===== src/rtl/multicycle_control_pkg.sv =====
// Shared types and constants for the multicycle RV32I control unit:
// FSM state encoding, opcode values, ALU function codes and ALUSrcB selectors.
package control_pkg;

  typedef enum logic [3:0] {
    FETCH    = 4'd0,
    DECODE   = 4'd1,
    EXEC     = 4'd2,
    ALUWB    = 4'd3,
    MEMADDR  = 4'd4,
    MEMREAD  = 4'd5,
    LWB      = 4'd6,
    MEMWRITE = 4'd7,
    BEQ      = 4'd8,
    PCINC    = 4'd9,
    HALT     = 4'd10
  } state_t;

  localparam logic [6:0] OP_R      = 7'b0110011;
  localparam logic [6:0] OP_I      = 7'b0010011;
  localparam logic [6:0] OP_LOAD   = 7'b0000011;
  localparam logic [6:0] OP_STORE  = 7'b0100011;
  localparam logic [6:0] OP_BRANCH = 7'b1100011;

  localparam logic [6:0] F7_BASE = 7'b0000000;
  localparam logic [6:0] F7_ALT  = 7'b0100000;

  localparam logic [2:0] F3_ADD  = 3'b000;
  localparam logic [2:0] F3_SLT  = 3'b010;
  localparam logic [2:0] F3_OR   = 3'b110;
  localparam logic [2:0] F3_AND  = 3'b111;
  localparam logic [2:0] F3_WORD = 3'b010;
  localparam logic [2:0] F3_BEQ  = 3'b000;

  localparam int ALU_W = 4;
  localparam logic [ALU_W-1:0] ALU_ADD = 4'd0;
  localparam logic [ALU_W-1:0] ALU_SUB = 4'd1;
  localparam logic [ALU_W-1:0] ALU_AND = 4'd2;
  localparam logic [ALU_W-1:0] ALU_OR  = 4'd3;
  localparam logic [ALU_W-1:0] ALU_SLT = 4'd4;

  localparam logic [1:0] SRCB_REG  = 2'b00;
  localparam logic [1:0] SRCB_FOUR = 2'b01;
  localparam logic [1:0] SRCB_IMM  = 2'b10;

endpackage


===== src/rtl/multicycle_control_if.sv =====
// Control bundle between the multicycle control FSM and the datapath.
interface multicycle_control_if #(
  parameter int ALUCTRL_W = 4,
  parameter int CNT_W     = 32
) ();

  logic                 iRun;
  logic [31:0]          iInst;
  logic                 iZero;
  logic                 oRegWrite;
  logic                 oALUSrcA;
  logic                 oMemRead;
  logic                 oMemWrite;
  logic                 oMemtoReg;
  logic                 oIoD;
  logic                 oIRWrite;
  logic                 oPCWrite;
  logic                 oPCWriteCond;
  logic                 oPCSource;
  logic                 oWritePCBack;
  logic [1:0]           oALUSrcB;
  logic [ALUCTRL_W-1:0] oALUOp;
  logic [3:0]           oState;
  logic                 oIllegal;
  logic [CNT_W-1:0]     oCycles;
  logic [CNT_W-1:0]     oInstret;

  modport slave (
    input  iRun, iInst, iZero,
    output oRegWrite, oALUSrcA, oMemRead, oMemWrite, oMemtoReg, oIoD,
           oIRWrite, oPCWrite, oPCWriteCond, oPCSource, oWritePCBack,
           oALUSrcB, oALUOp, oState, oIllegal, oCycles, oInstret
  );

  modport master (
    output iRun, iInst, iZero,
    input  oRegWrite, oALUSrcA, oMemRead, oMemWrite, oMemtoReg, oIoD,
           oIRWrite, oPCWrite, oPCWriteCond, oPCSource, oWritePCBack,
           oALUSrcB, oALUOp, oState, oIllegal, oCycles, oInstret
  );

endinterface


===== src/rtl/multicycle_control_alu_decode.sv =====
// Maps opcode/funct3/funct7 of an ALU-class instruction to an ALU function
// code and reports whether the encoding is one this core implements.
module alu_decode
  import control_pkg::*;
(
  input  logic [6:0]       opcode,
  input  logic [2:0]       funct3,
  input  logic [6:0]       funct7,
  output logic [ALU_W-1:0] alu_op,
  output logic             legal
);

  logic is_r;
  logic f7_ok;

  always_comb begin
    alu_op = ALU_ADD;
    legal  = 1'b0;
    is_r   = (opcode == OP_R);
    // I-type carries immediate bits in funct7, so only R-type constrains it
    f7_ok  = !is_r || (funct7 == F7_BASE) || (funct7 == F7_ALT);
    if (is_r || (opcode == OP_I)) begin
      legal = f7_ok;
      case (funct3)
        F3_ADD:  alu_op = (is_r && (funct7 == F7_ALT)) ? ALU_SUB : ALU_ADD;
        F3_SLT:  alu_op = ALU_SLT;
        F3_OR:   alu_op = ALU_OR;
        F3_AND:  alu_op = ALU_AND;
        default: legal  = 1'b0;
      endcase
    end
  end

endmodule


===== src/rtl/multicycle_control.sv =====
// Moore FSM sequencing the multicycle RV32I datapath (R/I ALU, lw, sw, beq),
// with cycle/instret counters and a sticky illegal-instruction flag.
module multicycle_control
  import control_pkg::*;
#(
  parameter int ALUCTRL_W = 4,
  parameter int CNT_W     = 32
) (
  input logic                  clockCPU,
  input logic                  reset,
  multicycle_control_if.slave  bus
);

  state_t           state;
  state_t           state_next;
  logic [CNT_W-1:0] cycles;
  logic [CNT_W-1:0] instret;
  logic             illegal;
  logic             retire;

  logic [6:0]       opcode;
  logic [2:0]       funct3;
  logic [6:0]       funct7;
  logic [ALU_W-1:0] dec_alu_op;
  logic             dec_legal;
  logic             unused_inst_bits;

  logic             reg_write, alu_src_a, mem_read, mem_write, mem_to_reg, io_d;
  logic             ir_write, pc_write, pc_write_cond, pc_source, write_pc_back;
  logic             pc_inc;
  logic [1:0]       alu_src_b;
  logic [ALU_W-1:0] alu_sel;

  assign opcode           = bus.iInst[6:0];
  assign funct3           = bus.iInst[14:12];
  assign funct7           = bus.iInst[31:25];
  assign unused_inst_bits = ^{bus.iInst[24:15], bus.iInst[11:7]};

  alu_decode u_alu_decode (
    .opcode (opcode),
    .funct3 (funct3),
    .funct7 (funct7),
    .alu_op (dec_alu_op),
    .legal  (dec_legal)
  );

  // A transition into FETCH from any other state completes an instruction
  assign retire = (state_next == FETCH) && (state != FETCH);

  always_ff @(posedge clockCPU) begin
    if (!reset) begin
      state   <= FETCH;
      cycles  <= '0;
      instret <= '0;
      illegal <= 1'b0;
    end else begin
      state <= state_next;
      if (state != HALT) cycles <= cycles + 1'b1;
      if (retire) instret <= instret + 1'b1;
      if (state_next == HALT) illegal <= 1'b1;
    end
  end

  always_comb begin
    state_next    = state;
    reg_write     = 1'b0;
    alu_src_a     = 1'b0;
    mem_read      = 1'b0;
    mem_write     = 1'b0;
    mem_to_reg    = 1'b0;
    io_d          = 1'b0;
    ir_write      = 1'b0;
    pc_write      = 1'b0;
    pc_write_cond = 1'b0;
    pc_source     = 1'b0;
    write_pc_back = 1'b0;
    pc_inc        = 1'b0;
    alu_src_b     = SRCB_REG;
    alu_sel       = ALU_ADD;

    case (state)
      FETCH: begin
        if (bus.iRun) begin
          mem_read   = 1'b1;
          ir_write   = 1'b1;
          state_next = DECODE;
        end
      end
      DECODE: begin
        alu_src_b     = SRCB_IMM;
        write_pc_back = 1'b1;
        case (opcode)
          OP_R, OP_I:        state_next = dec_legal ? EXEC : HALT;
          OP_LOAD, OP_STORE: state_next = MEMADDR;
          OP_BRANCH:         state_next = (funct3 == F3_BEQ) ? BEQ : HALT;
          default:           state_next = HALT;
        endcase
      end
      EXEC: begin
        alu_src_a  = 1'b1;
        alu_src_b  = (opcode == OP_R) ? SRCB_REG : SRCB_IMM;
        alu_sel    = dec_alu_op;
        state_next = ALUWB;
      end
      ALUWB: begin
        reg_write  = 1'b1;
        pc_inc     = 1'b1;
        state_next = FETCH;
      end
      MEMADDR: begin
        alu_src_a = 1'b1;
        alu_src_b = SRCB_IMM;
        if (funct3 != F3_WORD)      state_next = HALT;
        else if (opcode == OP_LOAD) state_next = MEMREAD;
        else                        state_next = MEMWRITE;
      end
      MEMREAD: begin
        alu_src_a  = 1'b1;
        alu_src_b  = SRCB_IMM;
        io_d       = 1'b1;
        mem_read   = 1'b1;
        state_next = LWB;
      end
      LWB: begin
        reg_write  = 1'b1;
        mem_to_reg = 1'b1;
        pc_inc     = 1'b1;
        state_next = FETCH;
      end
      MEMWRITE: begin
        io_d       = 1'b1;
        mem_write  = 1'b1;
        pc_inc     = 1'b1;
        state_next = FETCH;
      end
      BEQ: begin
        alu_src_a     = 1'b1;
        alu_sel       = ALU_SUB;
        pc_write_cond = 1'b1;
        pc_source     = 1'b1;
        state_next    = bus.iZero ? FETCH : PCINC;
      end
      PCINC: begin
        pc_inc     = 1'b1;
        state_next = FETCH;
      end
      HALT:    state_next = HALT;
      default: state_next = HALT;
    endcase

    // Sequential PC+4 update shared by every writeback-style state
    if (pc_inc) begin
      alu_src_a = 1'b0;
      alu_src_b = SRCB_FOUR;
      alu_sel   = ALU_ADD;
      pc_source = 1'b0;
      pc_write  = 1'b1;
    end
  end

  assign bus.oRegWrite    = reg_write     & reset;
  assign bus.oALUSrcA     = alu_src_a     & reset;
  assign bus.oMemRead     = mem_read      & reset;
  assign bus.oMemWrite    = mem_write     & reset;
  assign bus.oMemtoReg    = mem_to_reg    & reset;
  assign bus.oIoD         = io_d          & reset;
  assign bus.oIRWrite     = ir_write      & reset;
  assign bus.oPCWrite     = pc_write      & reset;
  assign bus.oPCWriteCond = pc_write_cond & reset;
  assign bus.oPCSource    = pc_source     & reset;
  assign bus.oWritePCBack = write_pc_back & reset;
  assign bus.oALUSrcB     = alu_src_b;
  assign bus.oALUOp       = ALUCTRL_W'(alu_sel);
  assign bus.oState       = state;
  assign bus.oIllegal     = illegal;
  assign bus.oCycles      = cycles;
  assign bus.oInstret     = instret;

endmodule


===== src/flat_wrapper.sv =====
// flat-port wrapper written by rule: the top's interface ports become plain ports
module multicycle_control_flat import control_pkg::*;
#(
  parameter int ALUCTRL_W = 4,
  parameter int CNT_W     = 32
)
  (clockCPU, reset, bus_iRun, bus_iInst, bus_iZero, bus_oRegWrite, bus_oALUSrcA, bus_oMemRead, bus_oMemWrite, bus_oMemtoReg, bus_oIoD, bus_oIRWrite, bus_oPCWrite, bus_oPCWriteCond, bus_oPCSource, bus_oWritePCBack, bus_oALUSrcB, bus_oALUOp, bus_oState, bus_oIllegal, bus_oCycles, bus_oInstret);
  multicycle_control_if #(.ALUCTRL_W(ALUCTRL_W), .CNT_W(CNT_W)) bus_i ();
  input logic clockCPU;
  input logic reset;
  input wire logic [$bits(bus_i.iRun)-1:0] bus_iRun;
  input wire logic [$bits(bus_i.iInst)-1:0] bus_iInst;
  input wire logic [$bits(bus_i.iZero)-1:0] bus_iZero;
  output wire logic [$bits(bus_i.oRegWrite)-1:0] bus_oRegWrite;
  output wire logic [$bits(bus_i.oALUSrcA)-1:0] bus_oALUSrcA;
  output wire logic [$bits(bus_i.oMemRead)-1:0] bus_oMemRead;
  output wire logic [$bits(bus_i.oMemWrite)-1:0] bus_oMemWrite;
  output wire logic [$bits(bus_i.oMemtoReg)-1:0] bus_oMemtoReg;
  output wire logic [$bits(bus_i.oIoD)-1:0] bus_oIoD;
  output wire logic [$bits(bus_i.oIRWrite)-1:0] bus_oIRWrite;
  output wire logic [$bits(bus_i.oPCWrite)-1:0] bus_oPCWrite;
  output wire logic [$bits(bus_i.oPCWriteCond)-1:0] bus_oPCWriteCond;
  output wire logic [$bits(bus_i.oPCSource)-1:0] bus_oPCSource;
  output wire logic [$bits(bus_i.oWritePCBack)-1:0] bus_oWritePCBack;
  output wire logic [$bits(bus_i.oALUSrcB)-1:0] bus_oALUSrcB;
  output wire logic [$bits(bus_i.oALUOp)-1:0] bus_oALUOp;
  output wire logic [$bits(bus_i.oState)-1:0] bus_oState;
  output wire logic [$bits(bus_i.oIllegal)-1:0] bus_oIllegal;
  output wire logic [$bits(bus_i.oCycles)-1:0] bus_oCycles;
  output wire logic [$bits(bus_i.oInstret)-1:0] bus_oInstret;
  assign bus_i.iRun = bus_iRun;
  assign bus_i.iInst = bus_iInst;
  assign bus_i.iZero = bus_iZero;
  assign bus_oRegWrite = bus_i.oRegWrite;
  assign bus_oALUSrcA = bus_i.oALUSrcA;
  assign bus_oMemRead = bus_i.oMemRead;
  assign bus_oMemWrite = bus_i.oMemWrite;
  assign bus_oMemtoReg = bus_i.oMemtoReg;
  assign bus_oIoD = bus_i.oIoD;
  assign bus_oIRWrite = bus_i.oIRWrite;
  assign bus_oPCWrite = bus_i.oPCWrite;
  assign bus_oPCWriteCond = bus_i.oPCWriteCond;
  assign bus_oPCSource = bus_i.oPCSource;
  assign bus_oWritePCBack = bus_i.oWritePCBack;
  assign bus_oALUSrcB = bus_i.oALUSrcB;
  assign bus_oALUOp = bus_i.oALUOp;
  assign bus_oState = bus_i.oState;
  assign bus_oIllegal = bus_i.oIllegal;
  assign bus_oCycles = bus_i.oCycles;
  assign bus_oInstret = bus_i.oInstret;
  multicycle_control #(.ALUCTRL_W(ALUCTRL_W), .CNT_W(CNT_W)) u_core (.clockCPU(clockCPU), .reset(reset), .bus(bus_i));
endmodule

===== config.mk =====
export PLATFORM = sky130hd
export DESIGN_NAME = multicycle_control_flat
export DESIGN_NICKNAME = d
export VERILOG_FILES = /design/src/rtl/multicycle_control_pkg.sv /design/src/rtl/multicycle_control_if.sv /design/src/rtl/multicycle_control_alu_decode.sv /design/src/rtl/multicycle_control.sv /design/src/flat_wrapper.sv
export SDC_FILE = /design/constraint.sdc
export NUM_CORES = 1
export LEC_CHECK = 0
export CAP_MARGIN = 20
export CORE_MARGIN = 5
export CORE_UTILIZATION = 46
export CTS_CLUSTER_SIZE = 12
export DETAILED_ROUTE_END_ITERATION = 16
export PLACE_DENSITY = 0.89
export SLEW_MARGIN = 20
export SYNTH_ARGS = -nofsm -noshare
export SYNTH_HDL_FRONTEND = slang
export SYNTH_SLANG_ARGS = --single-unit

===== constraint.sdc =====
create_clock -name clockCPU -period 2.8 [get_ports clockCPU]
set_input_delay 0.28 -clock clockCPU [delete_from_list [all_inputs] [get_ports clockCPU]]
set_output_delay 0.28 -clock clockCPU [all_outputs]
set_load 0.005 [all_outputs]

==> results.py, run 1 <==
metrics = {
    "finish": {
        "final_nets": 607,
        "multi_input_area_sq_um": 2090,
        "drive_above_1_share_pct": 9.41,
        "seq_area_sq_um": 1380,
        "diodes": 0,
        "finalInstanceArea_sq_um": 5100,
        "n_fill_cell": 633,
        "area_growth_pct": 41.0,
    },
    "global_route": {
        "overflow": 0,
        "antenna_found_initial": 0,
        "grt_pass1_vias": 3628,
        "grt_use_total_pct": 20.6,
        "grt_max_degree": 67,
        "grt_pass1_wl_um": 16800,
    },
    "worst_setup_path": {
        "r2r_start": "u_core.bus.oState[1]",
        "start_kind": "input pin",
        "critPathRequiredTime_ns": 3.07,
        "cp-end-kind": "flop",
        "worstSetupStartpoint": "bus_iInst[26]",
        "cp_data_arrival_time_ns": 2.96,
        "path_class": "in2reg",
        "path_max_fanout": 36,
    },
    "synthesis": {
        "yosysTopAreaCell": "dfxtp_1",
        "syn_area_sq_um": 3620,
        "synth.avg_cell_area_sq_um": 7.96,
        "synth_compound_area_share_pct": 12.3,
        "synthAdderAreaFrac_pct": 0.691,
        "synth_area_leaders": "dfxtp_1, xnor2_1, nor2_1",
        "muxShareOfSynthArea_pct": 0.276,
        "synth_xor_area_share_pct": 9.68,
        "yosys.area.top_type_share_pct": 38.1,
        "ys_async_sr_fraction_pct": 0,
        "synth_top_family_by_area": "simple AND/OR/NAND/NOR gates",
        "synth_fp_nets": 493,
        "ys_seq_area_share_pct": 38.1,
        "yosys.area_share.simple_pct": 34.0,
        "synth.distinct_cells": 49,
        "synth-edff-count": 0,
        "yosysWarnings": 0,
        "synth_seq_cells": 69,
        "synthCells": 455,
        "synth_top_flop_cell": "dfxtp_1",
    },
    "place": {
        "io_buffers": 105,
        "gp_congestion": 0.903,
        "place_area_sq_um": 4890,
        "pre_cts_ws_ns": -0.249,
        "dpl.hpwl_um": 7760,
    },
    "detailed_routing": {
        "wl_per_cell_um": 15.6,
        "drtIter0Drc": 180,
        "dr.pass1.iters": 5,
        "routed_via_density": 5.69,
        "drcViolationCount": 0,
        "ant_nets": 0,
        "vias": 3846,
        "wl_um": 10500,
    },
    "sta": {
        "timing.fmax_ghz": 0.372,
        "slew_headroom_pct": 53.9,
        "fin_ws_ns": 0.112,
        "worst_slew_pin_slew_ns": 0.692,
        "min_period_ns": 2.69,
        "rsz0062_at_grt": "false",
        "fin_worst_skew_ns": 0.00724,
        "period_share_pct": 96.0,
        "hold_violations": 0,
        "drv_slew": 0,
        "finalSetupViolCount": 0,
        "fin_setup_tns_ns": 0,
        "hold_ws_ns": 0.476,
    },
    "die": {
        "die_width_um": 98.7,
        "fp.dieArea_sq_um": 9750,
        "row_count": 32,
        "io_pins": 122,
        "core_area_sq_um": 7690,
        "start_util_pct": 47.1,
        "die_y_um": 98.7,
    },
    "worst_hold_path": {
        "hold_path.class": "reg2reg",
        "min_from": "u_core.bus.oIllegal",
    },
    "power": {
        "leakage_nw": 1.68,
        "power_mw": 2.24,
        "powerDensity_nw_per_um2": 439,
        "peakVddDrop_v": 0.000324,
    },
    "clock_tree": {
        "path_clk_slew_ns": 0.07,
        "cts_tree": "yes",
        "clockRootBuffer": "clkbuf_8",
        "insertion_delay_ns": 0.34,
        "cts.sink_count": 69,
        "cts_buffers": 9,
        "h-tree-depth": 3,
        "clockBufferDepth": 2,
        "cts_hold_buf": 0,
    },
    "job": {
        "drv_cap": 0,
    },
    "status": {
        "outcome": "complete, no violations",
    },
}
## cell usage in the layout, fill, tap and decap left out, types with 2 or more instances in the layout
cell / n
a21o_1: 2
a21oi_1: 27
a31oi_1: 2
and2_1: 5
and3_1: 14
and4_1: 7
buf_12: 2
buf_4: 24
clkbuf_8: 11
clkdlybuf4s50_1: 104
clkinv_2: 2
clkinvlp_4: 2
dfxtp_1: 69
ha_1: 2
inv_1: 11
nand2_1: 26
nand3_1: 26
nand4_1: 17
nand4bb_1: 2
nor2_1: 63
nor2b_1: 3
nor3_1: 11
nor4_1: 21
o21a_1: 4
o21ai_0: 13
o31ai_1: 12
or2_2: 3
or3_1: 13
or3b_2: 2
or4_1: 11
xnor2_1: 34
xor2_1: 6
## cells by family (layout without fill, tap and decap cells)
kind of cell / after synthesis / in the layout
AOI/OAI and AO/OA: 71 / 71
xor gates and xnor gates: 40 / 40
adders and majority gates: 2 / 2
buffers and inverters: 40 / 159
DFF: 69 / 69
muxes: 1 / 1
other: 1 / 1
and+or+nand+nor: 231 / 231
## per-stage QoR
| stage | instances | utilization (%) |
|---|---|---|
| floorplan | 455 | - |
| finish | 676 | 66.4 |
| detailed placement | 660 | 63.6 |
| CTS | 676 | 66.1 |
| global route | 676 | 66.4 |
| global placement | 660 | 63.6 |
## sequential cells by signal, summed over array words and instances, names as in the netlist
| signal | cells |
|---|---|
| u_core.bus.oInstret | 32 |
| u_core.bus.oState | 4 |
| u_core.bus.oIllegal | 1 |
| u_core.bus.oCycles | 32 |
## cells in the mapped netlist (7+ instances only)
library cell / n
o31ai_1: 12
nor3_1: 12
or3_1: 13
xnor2_1: 34
nand4_1: 17
nand2_1: 26
or4_1: 11
a21oi_1: 27
inv_1: 11
nor2_1: 63
nor4_1: 22
nand3_1: 26
and4_1: 7
o21ai_0: 13
and3_1: 14
clkbuf_1: 19
dfxtp_1: 69
## what timing repair did
action / CTS / global route
endpoints found under the hold margin: 0 / 0
setup buffers: 0 / 0
gates resized for setup: 1 / 5
setup endpoints to repair: 1 / 10
gates cloned: 0 / 0
## layer usage
layer,vias up,wire (um),global-route usage [%]
met3,15,642,5.31
met2,143,5350,36.1
met1,1816,4380,24.7
met5,-,0,0
li1,1872,-,-
met4,0,146,6.20
## power breakdown
part	total, mW	switching (mW)	internal [mW]
logic	0.446	0.225	0.222
clock network	0.759	0.389	0.370
registers	1.04	0.0350	1.00
total	2.24	0.649	1.59
## worst paths after layout
path / slack, ns / cells past startpoint / endpoint
setup / recovery: 0.11 / 8 / u_core.bus.oInstret[25]
hold / removal: 0.48 / 2 / u_core.bus.oIllegal
setup reg to reg: 0.13 / 7 / u_core.bus.oInstret[25]
hold reg to reg: 0.48 / 2 / u_core.bus.oIllegal
## cell type report
type                    count  area share, %
clock buffers              11           2.97
clock inverters             5          0.662
inverters                  12          0.882
multi-input cells         346           41.0
flip-flops and latches     69           27.1
well taps                 102           2.50
repair buffers            131           25.0
## worst max-delay path, stage by stage
cell and delay [ns]:
clkdlybuf4s50_1 0.40, or4_1 0.58, a221oi_2 0.29, o2111ai_1 0.17
or3_1 0.38, buf_12 0.18, or4_1 0.52, a21oi_1 0.15
Power figures use the tool's default switching activity.
==> run 2, diff against run 1 <==
--- a/config.mk
+++ b/config.mk
@@ -7,11 +7,12 @@
 export LEC_CHECK = 0
 export CAP_MARGIN = 20
 export CORE_MARGIN = 5
-export CORE_UTILIZATION = 46
+export CORE_UTILIZATION = 50
 export CTS_CLUSTER_SIZE = 12
 export DETAILED_ROUTE_END_ITERATION = 16
-export PLACE_DENSITY = 0.89
-export SLEW_MARGIN = 20
+export PLACE_DENSITY = 0.95
+export SKIP_LAST_GASP = 1
+export SLEW_MARGIN = 10
 export SYNTH_ARGS = -nofsm -noshare
 export SYNTH_HDL_FRONTEND = slang
 export SYNTH_SLANG_ARGS = --single-unit
==> constraint.sdc (replaced) <==
create_clock -name clockCPU -period 3.2 [get_ports clockCPU]
set_input_delay 0.32 -clock clockCPU [delete_from_list [all_inputs] [get_ports clockCPU]]
set_output_delay 0.32 -clock clockCPU [all_outputs]
set_load 0.005 [all_outputs]
==> run 2 against run 1 <==
  * Final cell count down 3.3%
  * Sequential share of layout area up 0.83 points
  * Global-route usage up 2.3 points
  * Setup slack better by 0.20 ns
  * Routed wire length down 2.2%
  * Clock power up 4.5%
  * First-iteration DRC count up 37%
  * Largest power group unchanged
==> results.py, run 2 (same netlist as run 1, synthesis figures left out) <==
metrics = {
    "status": {
        "outcome": "complete, no violations",
    },
    "worst_setup_path": {
        "rr_endpoint": "u_core.bus.oInstret[23]",
        "cp_data_arrival_time_ns": 2.57,
        "critPathRequiredTime_ns": 2.88,
        "path_class": "in2out",
        "cp-end-kind": "primary output",
        "worstSetupStartpoint": "bus_iInst[25]",
        "start_kind": "input pin",
        "reg2reg_slack_ns": 0.40,
        "ff2ff_path_depth": 7,
        "path_max_fanout": 2,
        "r2r_start": "u_core.bus.oState[2]",
    },
    "clock_tree": {
        "path_clk_slew_ns": 0.08,
        "cts_buffers": 9,
        "cts_tree": "yes",
        "post_cts_buffers": 0,
        "clockRootBuffer": "clkbuf_8",
        "insertion_delay_ns": 0.34,
        "h-tree-depth": 3,
        "clockBufferDepth": 2,
        "cts_resized": 0,
        "cts_hold_buf": 0,
        "cts.sink_count": 69,
    },
    "detailed_routing": {
        "routed_via_density": 5.87,
        "wl_um": 10300,
        "drcViolationCount": 0,
        "dr.pass1.iters": 5,
        "drtIter0Drc": 247,
        "vias": 3841,
        "wl_per_cell_um": 15.7,
        "ant_nets": 0,
    },
    "sta": {
        "hold_violations": 0,
        "slew_headroom_pct": 39.0,
        "min_period_ns": 2.89,
        "fin_worst_skew_ns": 0.0104,
        "timing.fmax_ghz": 0.346,
        "worst_slew_pin_slew_ns": 0.906,
        "drv_slew": 0,
        "period_share_pct": 90.2,
        "finalSetupViolCount": 0,
        "fin_ws_ns": 0.312,
        "fin_setup_tns_ns": 0,
        "rsz0062_at_grt": "false",
    },
    "finish": {
        "area_growth_pct": 36.8,
        "layout_common_cells": "clkdlybuf4s50_1, dfxtp_1, nor2_1",
        "drive_above_1_share_pct": 5.41,
        "final_nets": 588,
        "diodes": 0,
        "layout_commonest_cell": "clkdlybuf4s50_1",
    },
    "place": {
        "pre_cts_ws_ns": 0.0606,
        "dpl.hpwl_um": 7380,
        "gp_congestion": 0.985,
        "io_buffers": 105,
    },
    "global_route": {
        "grt_use_total_pct": 22.9,
        "grt_max_degree": 67,
        "antenna_found_initial": 0,
        "overflow": 0,
        "grt_pass1_vias": 3585,
        "grt_pass1_wl_um": 16700,
    },
    "power": {
        "internal_power_mw": 1.48,
        "combinationalPowerShare_pct": 16.9,
        "swShare_pct": 27.6,
        "power_mw": 2.05,
        "power_switching_mw": 0.567,
        "pwr-share-clk_pct": 38.7,
        "p_seq_share_pct": 44.4,
        "peakVddDrop_v": 0.000268,
        "leakage_nw": 1.57,
        "powerDensity_nw_per_um2": 414,
    },
    "die": {
        "core_area_sq_um": 7140,
        "start_util_pct": 50.7,
        "fp.dieArea_sq_um": 9040,
        "row_count": 31,
        "die_y_um": 95.1,
        "io_pins": 122,
        "die_width_um": 95.1,
    },
    "worst_hold_path": {
        "whs_path_depth": 2,
        "min_from": "u_core.bus.oInstret[31]",
        "min_to": "u_core.bus.oInstret[31]",
        "hold_path.class": "reg2reg",
    },
    "job": {
        "drv_cap": 0,
    },
}
==> run 2: area by class of cell <==
cell class                      count  area, sq um
Clock buffer                        9          124
Clock inverter                      7         97.6
Fill cell                         575         2180
Inverter                           12         45.0
Multi-Input combinational cell    346         2070
Sequential cell                    69         1380
Tap cell                           99          124
Timing Repair Buffer              112         1120
==> run 2: per-layer routing <==
layer	wire length [um]	vias to the layer above	GRT usage, %
met1	4120	1821	26.4
met2	5280	167	40.6
li1	-	1836	-
met4	139	0	6.73
met5	0	-	0
met3	755	17	6.79
==> run 2: worst max-delay path by stage <==
stage,cells past startpoint,end,slack (ns)
2_1_floorplan,8,u_core.bus.oInstret[25],0.64
3_3_place_gp,8,u_core.bus.oInstret[31],0.13
3_5_place_dp,8,u_core.bus.oInstret[27],0.06
4_1_cts,7,bus_oALUOp[0],0.35
5_1_grt,7,bus_oALUOp[0],0.26
6_report,7,bus_oALUOp[0],0.31
==> run 2: power groups by stage <==
stage	registers, mW	logic (mW)	clock network [mW]
after floorplan	0.916	0.200	0
after global placement	0.928	0.334	0
after detailed placement	0.930	0.344	0
after CTS	0.910	0.345	0.804
after global routing	0.914	0.376	0.851
final	0.911	0.345	0.793
==> run 2: critical path, stage by stage <==
cell and delay, ns:
clkdlybuf4s50_1 0.41, or4_1 0.53, nor3_1 0.25, nand4_1 0.12
and2_1 0.17, o31ai_1 0.20, clkdlybuf4s50_1 0.57
==> run 2: per-stage QoR <==
step                util [%]  instance area (sq um)  cells  hold slack (ns)
floorplan                  -                   3620    455            0.438
global placement        66.3                   4730    638            0.452
detailed placement      66.3                   4730    638            0.475
CTS                     69.4                   4950    654            0.486
global route            69.4                   4950    654            0.514
finish                  69.4                   4950    654            0.482
==> run 3, diff against run 2 <==
--- a/config.mk
+++ b/config.mk
@@ -10,7 +10,7 @@
 export CORE_UTILIZATION = 50
 export CTS_CLUSTER_SIZE = 12
 export DETAILED_ROUTE_END_ITERATION = 16
-export PLACE_DENSITY = 0.95
+export PLACE_DENSITY = 0.89
 export SKIP_LAST_GASP = 1
 export SLEW_MARGIN = 10
 export SYNTH_ARGS = -nofsm -noshare
==> run 3 against run 2 <==
  * Clock skew increased by 0.00074 ns
  * First-iteration DRC count decreased by 11%
  * Via count fell by 1.2%
  * Die area did not move
  * Critical path depth is the same
  * Total power fell by 4.6%
  * Largest power group unchanged
==> results.py, run 3 (same netlist as run 1, synthesis figures left out) <==
metrics = {
    "clock_tree": {
        "cts_buffers": 9,
        "clockRootBuffer": "clkbuf_8",
        "clockBufferDepth": 2,
        "cts_resized": 0,
        "h-tree-depth": 3,
        "cts_hold_buf": 0,
        "cts.sink_count": 69,
        "insertion_delay_ns": 0.34,
        "path_clk_slew_ns": 0.08,
        "cts_tree": "yes",
        "post_cts_buffers": 0,
    },
    "finish": {
        "layout_commonest_cell": "clkdlybuf4s50_1",
        "multi_input_area_sq_um": 2070,
        "n_fill_cell": 595,
        "diodes": 0,
        "drive_above_1_share_pct": 5.91,
        "seq_area_sq_um": 1380,
        "final_nets": 591,
        "area_growth_pct": 36.6,
        "postLayoutCoreUtil_pct": 69.3,
        "layout_common_cells": "clkdlybuf4s50_1, dfxtp_1, nor2_1",
    },
    "sta": {
        "fin_setup_tns_ns": 0,
        "drv_slew": 0,
        "min_period_ns": 2.92,
        "period_share_pct": 91.2,
        "hold_violations": 0,
        "finalSetupViolCount": 0,
        "timing.fmax_ghz": 0.343,
        "worst_slew_pin_slew_ns": 0.823,
        "rsz0062_at_grt": "false",
        "fin_worst_skew_ns": 0.0112,
        "slew_headroom_pct": 44.6,
    },
    "global_route": {
        "grt_pass1_wl_um": 16600,
        "grt_pass1_vias": 3601,
        "overflow": 0,
        "antenna_found_initial": 0,
        "grt_use_total_pct": 22.8,
        "grt_max_degree": 67,
    },
    "worst_setup_path": {
        "critPathRequiredTime_ns": 3.47,
        "cp_data_arrival_time_ns": 3.19,
        "reg2reg_slack_ns": 0.28,
        "cp-end-kind": "flop",
        "path_max_fanout": 45,
        "ff2ff_path_depth": 7,
        "path_class": "reg2reg",
        "start_kind": "flop",
    },
    "job": {
        "drv_cap": 0,
    },
    "detailed_routing": {
        "drcViolationCount": 0,
        "wl_per_cell_um": 15.6,
        "drtIter0Drc": 221,
        "ant_nets": 0,
        "dr.pass1.iters": 5,
        "wl_um": 10200,
        "routed_via_density": 5.77,
        "vias": 3794,
    },
    "power": {
        "peakVddDrop_v": 0.000238,
        "powerDensity_nw_per_um2": 395,
        "leakage_nw": 1.58,
    },
    "die": {
        "row_count": 31,
        "io_pins": 122,
        "core_area_sq_um": 7140,
        "fp.dieArea_sq_um": 9040,
        "die_y_um": 95.1,
        "die_width_um": 95.1,
        "start_util_pct": 50.7,
    },
    "worst_hold_path": {
        "whs_path_depth": 2,
        "hold_path.class": "reg2reg",
    },
    "place": {
        "io_buffers": 105,
        "dpl.hpwl_um": 7370,
        "gp_congestion": 0.921,
    },
    "status": {
        "outcome": "complete, no violations",
    },
}
run 3: worst max-delay path: stages (launching register included):
cell and delay [ns]:
dfxtp_1 0.60, or4b_1 0.47, nor4_1 0.28, o22ai_1 0.16
or3_1 0.43, buf_12 0.19, or4_1 0.52, a21oi_1 0.18
run 3: layout make-up:
type                       count  area share, %
clock buffer                   9           2.51
clock inverter                 7           1.34
inverter                      12          0.911
multi-input combinational    346           41.8
sequential                    69           27.9
tap                           99           2.51
timing repair buffer         115           23.0
run 3: worst paths after layout:
kind	startpoint	to
setup / recovery	u_core.bus.oState[2]	u_core.bus.oInstret[27]
hold reg to reg	u_core.bus.oInstret[31]	u_core.bus.oInstret[31]
setup reg to reg	u_core.bus.oState[2]	u_core.bus.oInstret[27]
hold / removal	u_core.bus.oInstret[31]	u_core.bus.oInstret[31]
run 3: per-layer routing:
layer | wire length, um | up-vias | part of all wire [%] | global-route usage (%)
met2 | 5090 | 131 | 50 | 37.4
li1 | - | 1835 | - | -
met4 | 235 | 0 | 2.3 | 9.13
met3 | 704 | 28 | 6.9 | 7.89
met5 | 0 | - | 0 | 0
met1 | 4190 | 1800 | 41 | 27.2
run 3: metrics by stage:
step                std cells  hold slack, ns  setup WS (ns)  power (mW)  area (sq um)
floorplan                 455           0.438          0.640        1.12          3620
global placement          641           0.457         0.0712        1.27          4750
detailed placement        641           0.469         0.0107        1.28          4750
CTS                       657           0.485          0.337        1.96          4940
global route              657           0.513          0.219        2.05          4940
finish                    657           0.482          0.283        1.96          4940
run 3: report_power, final:
| group | total, mW | leakage (nW) | switching, mW | internal (mW) |
|---|---|---|---|---|
| clock | 0.690 | 0.0987 | 0.334 | 0.355 |
| sequential | 0.917 | 0.557 | 0.0413 | 0.876 |
| combinational | 0.348 | 0.924 | 0.184 | 0.164 |
| total | 1.95 | 1.58 | 0.560 | 1.40 |
